<file path="config.mk">
export PLATFORM = sky130hd
export DESIGN_NAME = bicubic_stage2_scheduler
export DESIGN_NICKNAME = d
export VERILOG_FILES = /design/src/rtl/bicubic_pkg.sv /design/src/rtl/bicubic_valid_tracker.sv /design/src/rtl/bicubic_stage2_scheduler.sv
export SDC_FILE = /design/constraint.sdc
export NUM_CORES = 1
export LEC_CHECK = 0
export CAP_MARGIN = 25
export CELL_PAD_IN_SITES_DETAIL_PLACEMENT = 1
export CELL_PAD_IN_SITES_GLOBAL_PLACEMENT = 2
export CORE_AREA = 2 2 242 149
export CTS_BUF_LIST = sky130_fd_sc_hd__clkbuf_16
export DETAILED_ROUTE_END_ITERATION = 10
export DIE_AREA = 0 0 244 151
export PLACE_DENSITY = 0.84
export SETUP_SLACK_MARGIN = 0.1
export SKIP_CTS_REPAIR_TIMING = 1
export SYNTH_ARGS = -nofsm -noshare
export SYNTH_HDL_FRONTEND = slang
export SYNTH_SLANG_ARGS = --single-unit
</file>
<file path="constraint.sdc">
create_clock -name clk -period 8.3 [get_ports clk]
set_clock_uncertainty 0.1 [all_clocks]
set_input_delay 1.66 -clock clk [delete_from_list [all_inputs] [get_ports clk]]
set_output_delay 1.66 -clock clk [all_outputs]
set_load 0.05 [all_outputs]
</file>
<file path="src/rtl/bicubic_pkg.sv">
// Shared types and constants for the bicubic upscale schedulers.
// Holds the vertical weight-code table, phase type and scheduler states.
package bicubic_pkg;

    localparam int PHASES = 4;
    localparam int TAPS = 4;
    localparam int WCODE_W = 3;

    typedef logic [1:0] phase_t;
    typedef logic [WCODE_W-1:0] wcode_t;

    typedef enum logic {
        S_IDLE,
        S_BUSY
    } sched_state_t;

    // WCODE[phase][tap]; the table is mirror-symmetric across phases.
    localparam wcode_t WCODE [PHASES][TAPS] = '{
        '{3'd0, 3'd1, 3'd2, 3'd3},
        '{3'd4, 3'd5, 3'd6, 3'd7},
        '{3'd7, 3'd6, 3'd5, 3'd4},
        '{3'd3, 3'd2, 3'd1, 3'd0}
    };

endpackage

</file>
<file path="src/rtl/bicubic_valid_tracker.sv">
// Valid/tag shift register of configurable depth with a shared enable.
// Ports: clk, rst, ena, in_valid/in_tag (head), out_valid/out_tag (tail).
module bicubic_valid_tracker #(
    parameter int DEPTH = 1,
    parameter int TAG_W = 2
) (
    input  logic             clk,
    input  logic             rst,
    input  logic             ena,
    input  logic             in_valid,
    input  logic [TAG_W-1:0] in_tag,
    output logic             out_valid,
    output logic [TAG_W-1:0] out_tag
);

    generate
        if (DEPTH == 0) begin : g_pass
            logic unused_ctrl;
            assign unused_ctrl = clk ^ rst ^ ena;
            assign out_valid = in_valid;
            assign out_tag = in_tag;
        end else begin : g_shift
            logic [DEPTH-1:0] vld;
            logic [TAG_W-1:0] tag [DEPTH];

            always_ff @(posedge clk or posedge rst) begin
                if (rst) begin
                    vld <= '0;
                    for (int i = 0; i < DEPTH; i++) begin
                        tag[i] <= '0;
                    end
                end else if (ena) begin
                    vld[0] <= in_valid;
                    tag[0] <= in_tag;
                    for (int i = 1; i < DEPTH; i++) begin
                        vld[i] <= vld[i-1];
                        tag[i] <= tag[i-1];
                    end
                end
            end

            assign out_valid = vld[DEPTH-1];
            assign out_tag = tag[DEPTH-1];
        end
    endgenerate

endmodule

</file>
<file path="src/rtl/bicubic_stage2_scheduler.sv">
// Stage-2 (vertical) bicubic scheduler: one 4-tap column in, four phases out.
// Ports: in_* column stream, mult_* datapath drive/return, out_* result stream.
module bicubic_stage2_scheduler
    import bicubic_pkg::*;
#(
    parameter int INTER_PRODUCT_WIDTH = 24,
    parameter int PRODUCT_WIDTH = 32,
    parameter int MULT_LATENCY = 1
) (
    input  logic                             clk,
    input  logic                             rst,
    input  logic                             in_valid,
    output logic                             in_ready,
    input  logic [4*INTER_PRODUCT_WIDTH-1:0] in_pix,
    output logic                             mult_ena,
    output logic [2:0]                       mult_weight_1,
    output logic [2:0]                       mult_weight_2,
    output logic [2:0]                       mult_weight_3,
    output logic [2:0]                       mult_weight_4,
    output logic [INTER_PRODUCT_WIDTH-1:0]   mult_pixel_1,
    output logic [INTER_PRODUCT_WIDTH-1:0]   mult_pixel_2,
    output logic [INTER_PRODUCT_WIDTH-1:0]   mult_pixel_3,
    output logic [INTER_PRODUCT_WIDTH-1:0]   mult_pixel_4,
    input  logic [PRODUCT_WIDTH-1:0]         mult_product,
    output logic                             out_valid,
    input  logic                             out_ready,
    output logic [PRODUCT_WIDTH-1:0]         out_data,
    output logic [1:0]                       out_phase,
    output logic                             out_last
);

    localparam int IW = INTER_PRODUCT_WIDTH;

    sched_state_t state, state_d;
    phase_t ph, ph_d;
    logic [4*IW-1:0] hold_pix;
    logic held;
    logic adv;
    logic issue;
    logic load;

    // Last issued datapath inputs, replayed while not issuing.
    wcode_t wreg [TAPS];
    logic [IW-1:0] preg [TAPS];
    wcode_t wdrv [TAPS];
    logic [IW-1:0] pdrv [TAPS];

    logic tail_valid;
    phase_t tail_phase;

    assign held = (state == S_BUSY);
    assign adv = !out_valid || out_ready;
    assign mult_ena = adv;
    assign issue = held && adv;
    assign in_ready = !held || (adv && ph == 2'd3);
    assign load = in_valid && in_ready;

    always_ff @(posedge clk or posedge rst) begin
        if (rst) begin
            state <= S_IDLE;
            ph <= '0;
        end else begin
            state <= state_d;
            ph <= ph_d;
        end
    end

    // A load in the phase-3 issue cycle keeps the scheduler busy.
    always_comb begin
        state_d = state;
        ph_d = ph;
        if (issue) begin
            ph_d = ph + 2'd1;
            if (ph == 2'd3) begin
                state_d = S_IDLE;
            end
        end
        if (load) begin
            state_d = S_BUSY;
        end
    end

    always_ff @(posedge clk or posedge rst) begin
        if (rst) begin
            hold_pix <= '0;
        end else if (load) begin
            hold_pix <= in_pix;
        end
    end

    always_comb begin
        for (int k = 0; k < TAPS; k++) begin
            wdrv[k] = wreg[k];
            pdrv[k] = preg[k];
            if (issue) begin
                wdrv[k] = WCODE[ph][k];
                pdrv[k] = hold_pix[k*IW +: IW];
            end
        end
    end

    always_ff @(posedge clk or posedge rst) begin
        if (rst) begin
            for (int k = 0; k < TAPS; k++) begin
                wreg[k] <= '0;
                preg[k] <= '0;
            end
        end else if (issue) begin
            for (int k = 0; k < TAPS; k++) begin
                wreg[k] <= wdrv[k];
                preg[k] <= pdrv[k];
            end
        end
    end

    assign mult_weight_1 = wdrv[0];
    assign mult_weight_2 = wdrv[1];
    assign mult_weight_3 = wdrv[2];
    assign mult_weight_4 = wdrv[3];
    assign mult_pixel_1 = pdrv[0];
    assign mult_pixel_2 = pdrv[1];
    assign mult_pixel_3 = pdrv[2];
    assign mult_pixel_4 = pdrv[3];

    bicubic_valid_tracker #(
        .DEPTH(MULT_LATENCY),
        .TAG_W(2)
    ) u_tracker (
        .clk(clk),
        .rst(rst),
        .ena(adv),
        .in_valid(issue),
        .in_tag(ph),
        .out_valid(tail_valid),
        .out_tag(tail_phase)
    );

    always_ff @(posedge clk or posedge rst) begin
        if (rst) begin
            out_valid <= 1'b0;
            out_data <= '0;
            out_phase <= '0;
        end else if (adv) begin
            if (tail_valid) begin
                out_valid <= 1'b1;
                out_data <= mult_product;
                out_phase <= tail_phase;
            end else begin
                out_valid <= 1'b0;
            end
        end
    end

    assign out_last = (out_phase == 2'd3);

endmodule

</file>
**After elaboration in Yosys (flattened, before gate mapping)**

Index checks and enable logic that the tools add are counted.

- Input port bits: 132
- Output and inout port bits: 146
- Bits in registers: 245

- $lt $le $gt $ge: 1
- Eq/ne operators: 2
- Reductions and logical operators: 11
- Bitwise operators: 1
- Add/sub/neg operators: 1
- Mux-type cells: 15

Operator list:

| cell | number |
|---|---|
| 24-bit two-way mux | 4 |
| 12-bit binary-select mux with 2-bit select | 1 |
| 12-bit two-way mux | 2 |
| 3-bit two-way mux | 4 |
| 2-bit equality test (second input constant) | 2 |
| 1-bit two-way mux | 4 |
| 2-bit AND reduction | 2 |
| 2-bit nonzero test | 2 |
| 3-bit greater-or-equal comparator (second input constant) | 1 |
| 1-bit logical AND | 3 |
| 2-bit NOT with 3-bit output | 1 |
| 2-bit by 1-bit adder with 2-bit output (second input constant) | 1 |
| 1-bit logical NOT | 2 |
| 1-bit logical OR | 2 |

**Longest topological paths before layout**

- Depth after elaboration: 7
- Gate-level depth with buffers: 7

**By module**

A second synthesis with hierarchy kept.

- Cell total of the unflattened synthesis: 653
- Area total of the unflattened synthesis: 10,492.6 um^2

By module, submodules not included:

| module | cells an instance | area each (um^2) | times used |
|---|---|---|---|
| bicubic_stage2_scheduler | 646 | 10,380.0 | 1 |
| bicubic_valid_tracker | 7 | 112.6 | 1 |

**Least setup slack after synthesis**

Ideal clock, no wire load.

- Path type: input port to output port
- From: input out_ready
- To: output mult_pixel_3[10]
- Data required time: 6,540 ps
- Buffers on the path: 2
- Stages on the path: 6
- Slack: 3,537 ps
- Arrival time: 3,003 ps
- Cell sequence: nor2b_4 > inv_2 > nand2_1 > buf_2 > buf_2 > mux2_2

- Longest elaborated chain between the ends: 3

RTL lines:

| item | line | text |
|---|---|---|
| start: declaration | bicubic_stage2_scheduler.sv:26 | `input logic out_ready,` |
| 1-bit logical OR | bicubic_stage2_scheduler.sv:52 | `assign adv = !out_valid \|\| out_ready;` |
| net mult_ena | bicubic_stage2_scheduler.sv:15 | `output logic mult_ena,` |
| 1-bit logical AND | bicubic_stage2_scheduler.sv:54 | `assign issue = held && adv;` |
| 24-bit two-way mux | bicubic_stage2_scheduler.sv:95 | `if (issue) begin` |
| end: declaration | bicubic_stage2_scheduler.sv:22 | `output logic [INTER_PRODUCT_WIDTH-1:0] mult_pixel_3,` |

The timed path passes the listed nets, and every way through them passes these cells.

**Worst setup path in the final report**

- From: input out_ready
- To: output mult_pixel_2[14]

- Longest elaborated chain between the ends: 3

RTL lines:

| item | line | text |
|---|---|---|
| 1-bit logical OR | bicubic_stage2_scheduler.sv:52 |  |
| 1-bit logical AND | bicubic_stage2_scheduler.sv:54 |  |
| 24-bit two-way mux | bicubic_stage2_scheduler.sv:95 |  |
| end: declaration | bicubic_stage2_scheduler.sv:21 | `output logic [INTER_PRODUCT_WIDTH-1:0] mult_pixel_2,` |

No other way between the ends.

==> flow_summary.toml <==
[outcome]
status = "completed"

[logic_synthesis]
synth_seq_cells = 245
syn_area_um2 = 10600
synth_edf_count = 0
ys_types = 20
yosysSeqAreaShare_pct = 57.7
ys.flop_type = "dfrtp_1"
syn_nets = 791
postSynthCellCount = 658
ys_warn_count = 0
async_flop_share_pct = 100
post_synth.cell_area_avg_um2 = 16.1

[floorplan]
coreArea_um2 = 34500
initial_utilization_pct = 30.7
ios = 278
dieArea_um2 = 36800
die-width_um = 244
die_y_um = 151
rows = 53

[global_routing]
grt_max_degree = 89
track_usage_pct = 13.6
grt_pass1_wl_um = 39500
gr-total-overflow = 0
antenna_found_initial = 1
grt_pass1_vias = 6784

[timing]
tightestPinTransition_ns = 0.932
rsz0062_at_grt = "no"
relSlewSlack_pct = 37.8
tns_ns = 0
fmax_mhz = 154
finalCritPeriodShare_pct = 78.4
final-max-slew-violation-count = 0
timing.final.crit_period_ns = 6.51
final_hold_viol_count = 0
setup_violations = 0

[route]
finalWirelength_um = 25300
wl_per_cell_um = 17.8
routed_via_density = 4.47
drt_iter0_drc = 197
final_antenna_net_count = 0
first_pass_iters = 4
routed-via-count = 6362
drc = 0

[layout]
nFillCells = 3488
final_nets = 1069
final_cell_area_um2 = 14600
drive_gt1_share_pct = 39.1
synthToLayoutAreaGrowth_pct = 37.7

[placed_design]
port_buffers = 277
placedInstanceArea_um2 = 13800
dp_hpwl_um = 17800
gp_congestion = 0.726

[cts]
cts_root_buf = "clkbuf_16"
cts_made_buffers = 26
clk_pin_slew_ns = 0.06
cts_tree = "done"
h-tree-depth = 1
clkLatencyLatePin_ns = 0.53
clk_path_buf_depth = 3
cts_sinks = 245

[critical_path]
cp.arrival_ns = 4.75
regToRegSetupSlack_ns = 5.72
worstPathRequired_ns = 6.54
end_kind = "output port"
crit_type = "input port to output port"
crit_fanout = 46
startpoint_type = "input port"

[job]
cap_violations = 0

[worst_hold_path]
hp-class = "flip-flop to flip-flop"
[flip-flops by register name, indices dropped and copies added, names as in the netlist, 2 cells and up]
| register | cells |
|---|---|
| hold_pix | 96 |
| preg | 96 |
| out_data | 32 |
| u_tracker.out_tag | 2 |
| ph | 2 |
| wreg | 12 |
| out_phase | 2 |
[kinds of logic after synthesis]
kind of cell / count (synthesis) / share of synthesized area (%)
adders and majority gates: 1 / 0.118
and+or+nand+nor: 19 / 0.895
DFF: 245 / 57.7
AOI/OAI and AO/OA: 27 / 1.93
xor gates and xnor gates: 1 / 0.0825
buffers and inverters: 43 / 2.55
muxes: 322 / 36.7
[critical path: stages]
cell	delay, ns
clkdlybuf4s50_1	0.52
nor2b_4	0.09
inv_2	0.16
and2_4	0.48
buf_4	0.66
mux2_4	0.29
clkdlybuf4s50_1	0.79
[layer usage]
metal / GRT usage (%) / share of wire (%) / routed length, um / up-vias
met3: 4.77 / 7.1 / 1790 / 31
li1: - / - / - / 2906
met1: 18.7 / 46 / 11800 / 3272
met2: 20.7 / 45 / 11300 / 153
met4: 2.62 / 1.7 / 432 / 0
met5: 0 / 0 / 0 / -
[final timing paths]
check | from | end | cells past startpoint
max in group asynchronous | rst | hold_pix[75]$_DFFE_PP0P_ | 4
worst min-delay path | u_tracker.out_tag[1]$_DFFE_PP0N_ | u_tracker.out_tag[1]$_DFFE_PP0N_ | 2
worst max-delay path | out_ready | mult_pixel_2[14] | 7
min in group asynchronous | rst | hold_pix[41]$_DFFE_PP0P_ | 2
worst max register to register | out_valid$_DFFE_PP0N_ | preg[60]$_DFFE_PP0P_ | 5
worst min register to register | u_tracker.out_tag[1]$_DFFE_PP0N_ | u_tracker.out_tag[1]$_DFFE_PP0N_ | 2
[area by class of cell]
cell class / instances / area [um2] / area share [%]
Sequential cell: 245 / 6130 / 41.9
Multi-Input combinational cell: 370 / 4230 / 28.9
Timing Repair Buffer: 289 / 2900 / 19.8
Clock buffer: 27 / 676 / 4.62
Tap cell: 467 / 584 / 3.99
Clock inverter: 20 / 88.8 / 0.607
Inverter: 4 / 18.8 / 0.128
Antenna cell: 1 / 2.50 / 0.0171
[through the flow]
stage	utilization, %	hold slack, ns	instances	worst slack [ns]
after floorplan	-	0.335	658	3.32
after global placement	40.0	0.361	1374	1.87
after detailed placement	40.0	0.360	1374	1.78
after CTS	42.2	0.374	1421	1.76
after global routing	42.3	0.398	1422	1.64
final	42.3	0.367	1423	1.79
[synth_stat cells (2+ instances only)]
cell type	n	share of area [%]
buf_2	27	1.3
and2_1	2	0.12
and3_1	2	0.12
buf_6	10	1.1
mux2_2	250	27
a21o_1	17	1.2
inv_1	3	0.11
dfrtp_1	245	58
nand2_1	12	0.42
o21a_1	8	0.57
buf_1	2	0.071
mux2_4	72	10
[layout by cell type, fill, tap and decap left out]
| master | instances |
|---|---|
| and2_1 | 1 |
| clkbuf_16 | 27 |
| dfrtp_1 | 245 |
| mux2_2 | 250 |
| mux2_4 | 72 |
| buf_16 | 1 |
| nor2b_4 | 1 |
| and2_4 | 1 |
| o22ai_4 | 1 |
| xnor2_1 | 1 |
| and3_1 | 2 |
| clkdlybuf4s50_1 | 277 |
| o21a_1 | 8 |
| clkinvlp_4 | 2 |
| inv_2 | 1 |
| buf_12 | 1 |
| o21ai_0 | 1 |
| a21o_1 | 17 |
| clkinv_2 | 4 |
| nand2_1 | 11 |
| inv_6 | 1 |
| clkinv_1 | 4 |
| inv_1 | 12 |
| diode_2 | 1 |
| nand3_1 | 1 |
| nand2_2 | 1 |
| buf_4 | 10 |
| ha_1 | 1 |
| nand2b_1 | 1 |
Power is not shown: default switching activity piles up to over one toggle a cycle in this logic, so the estimate is an artifact.
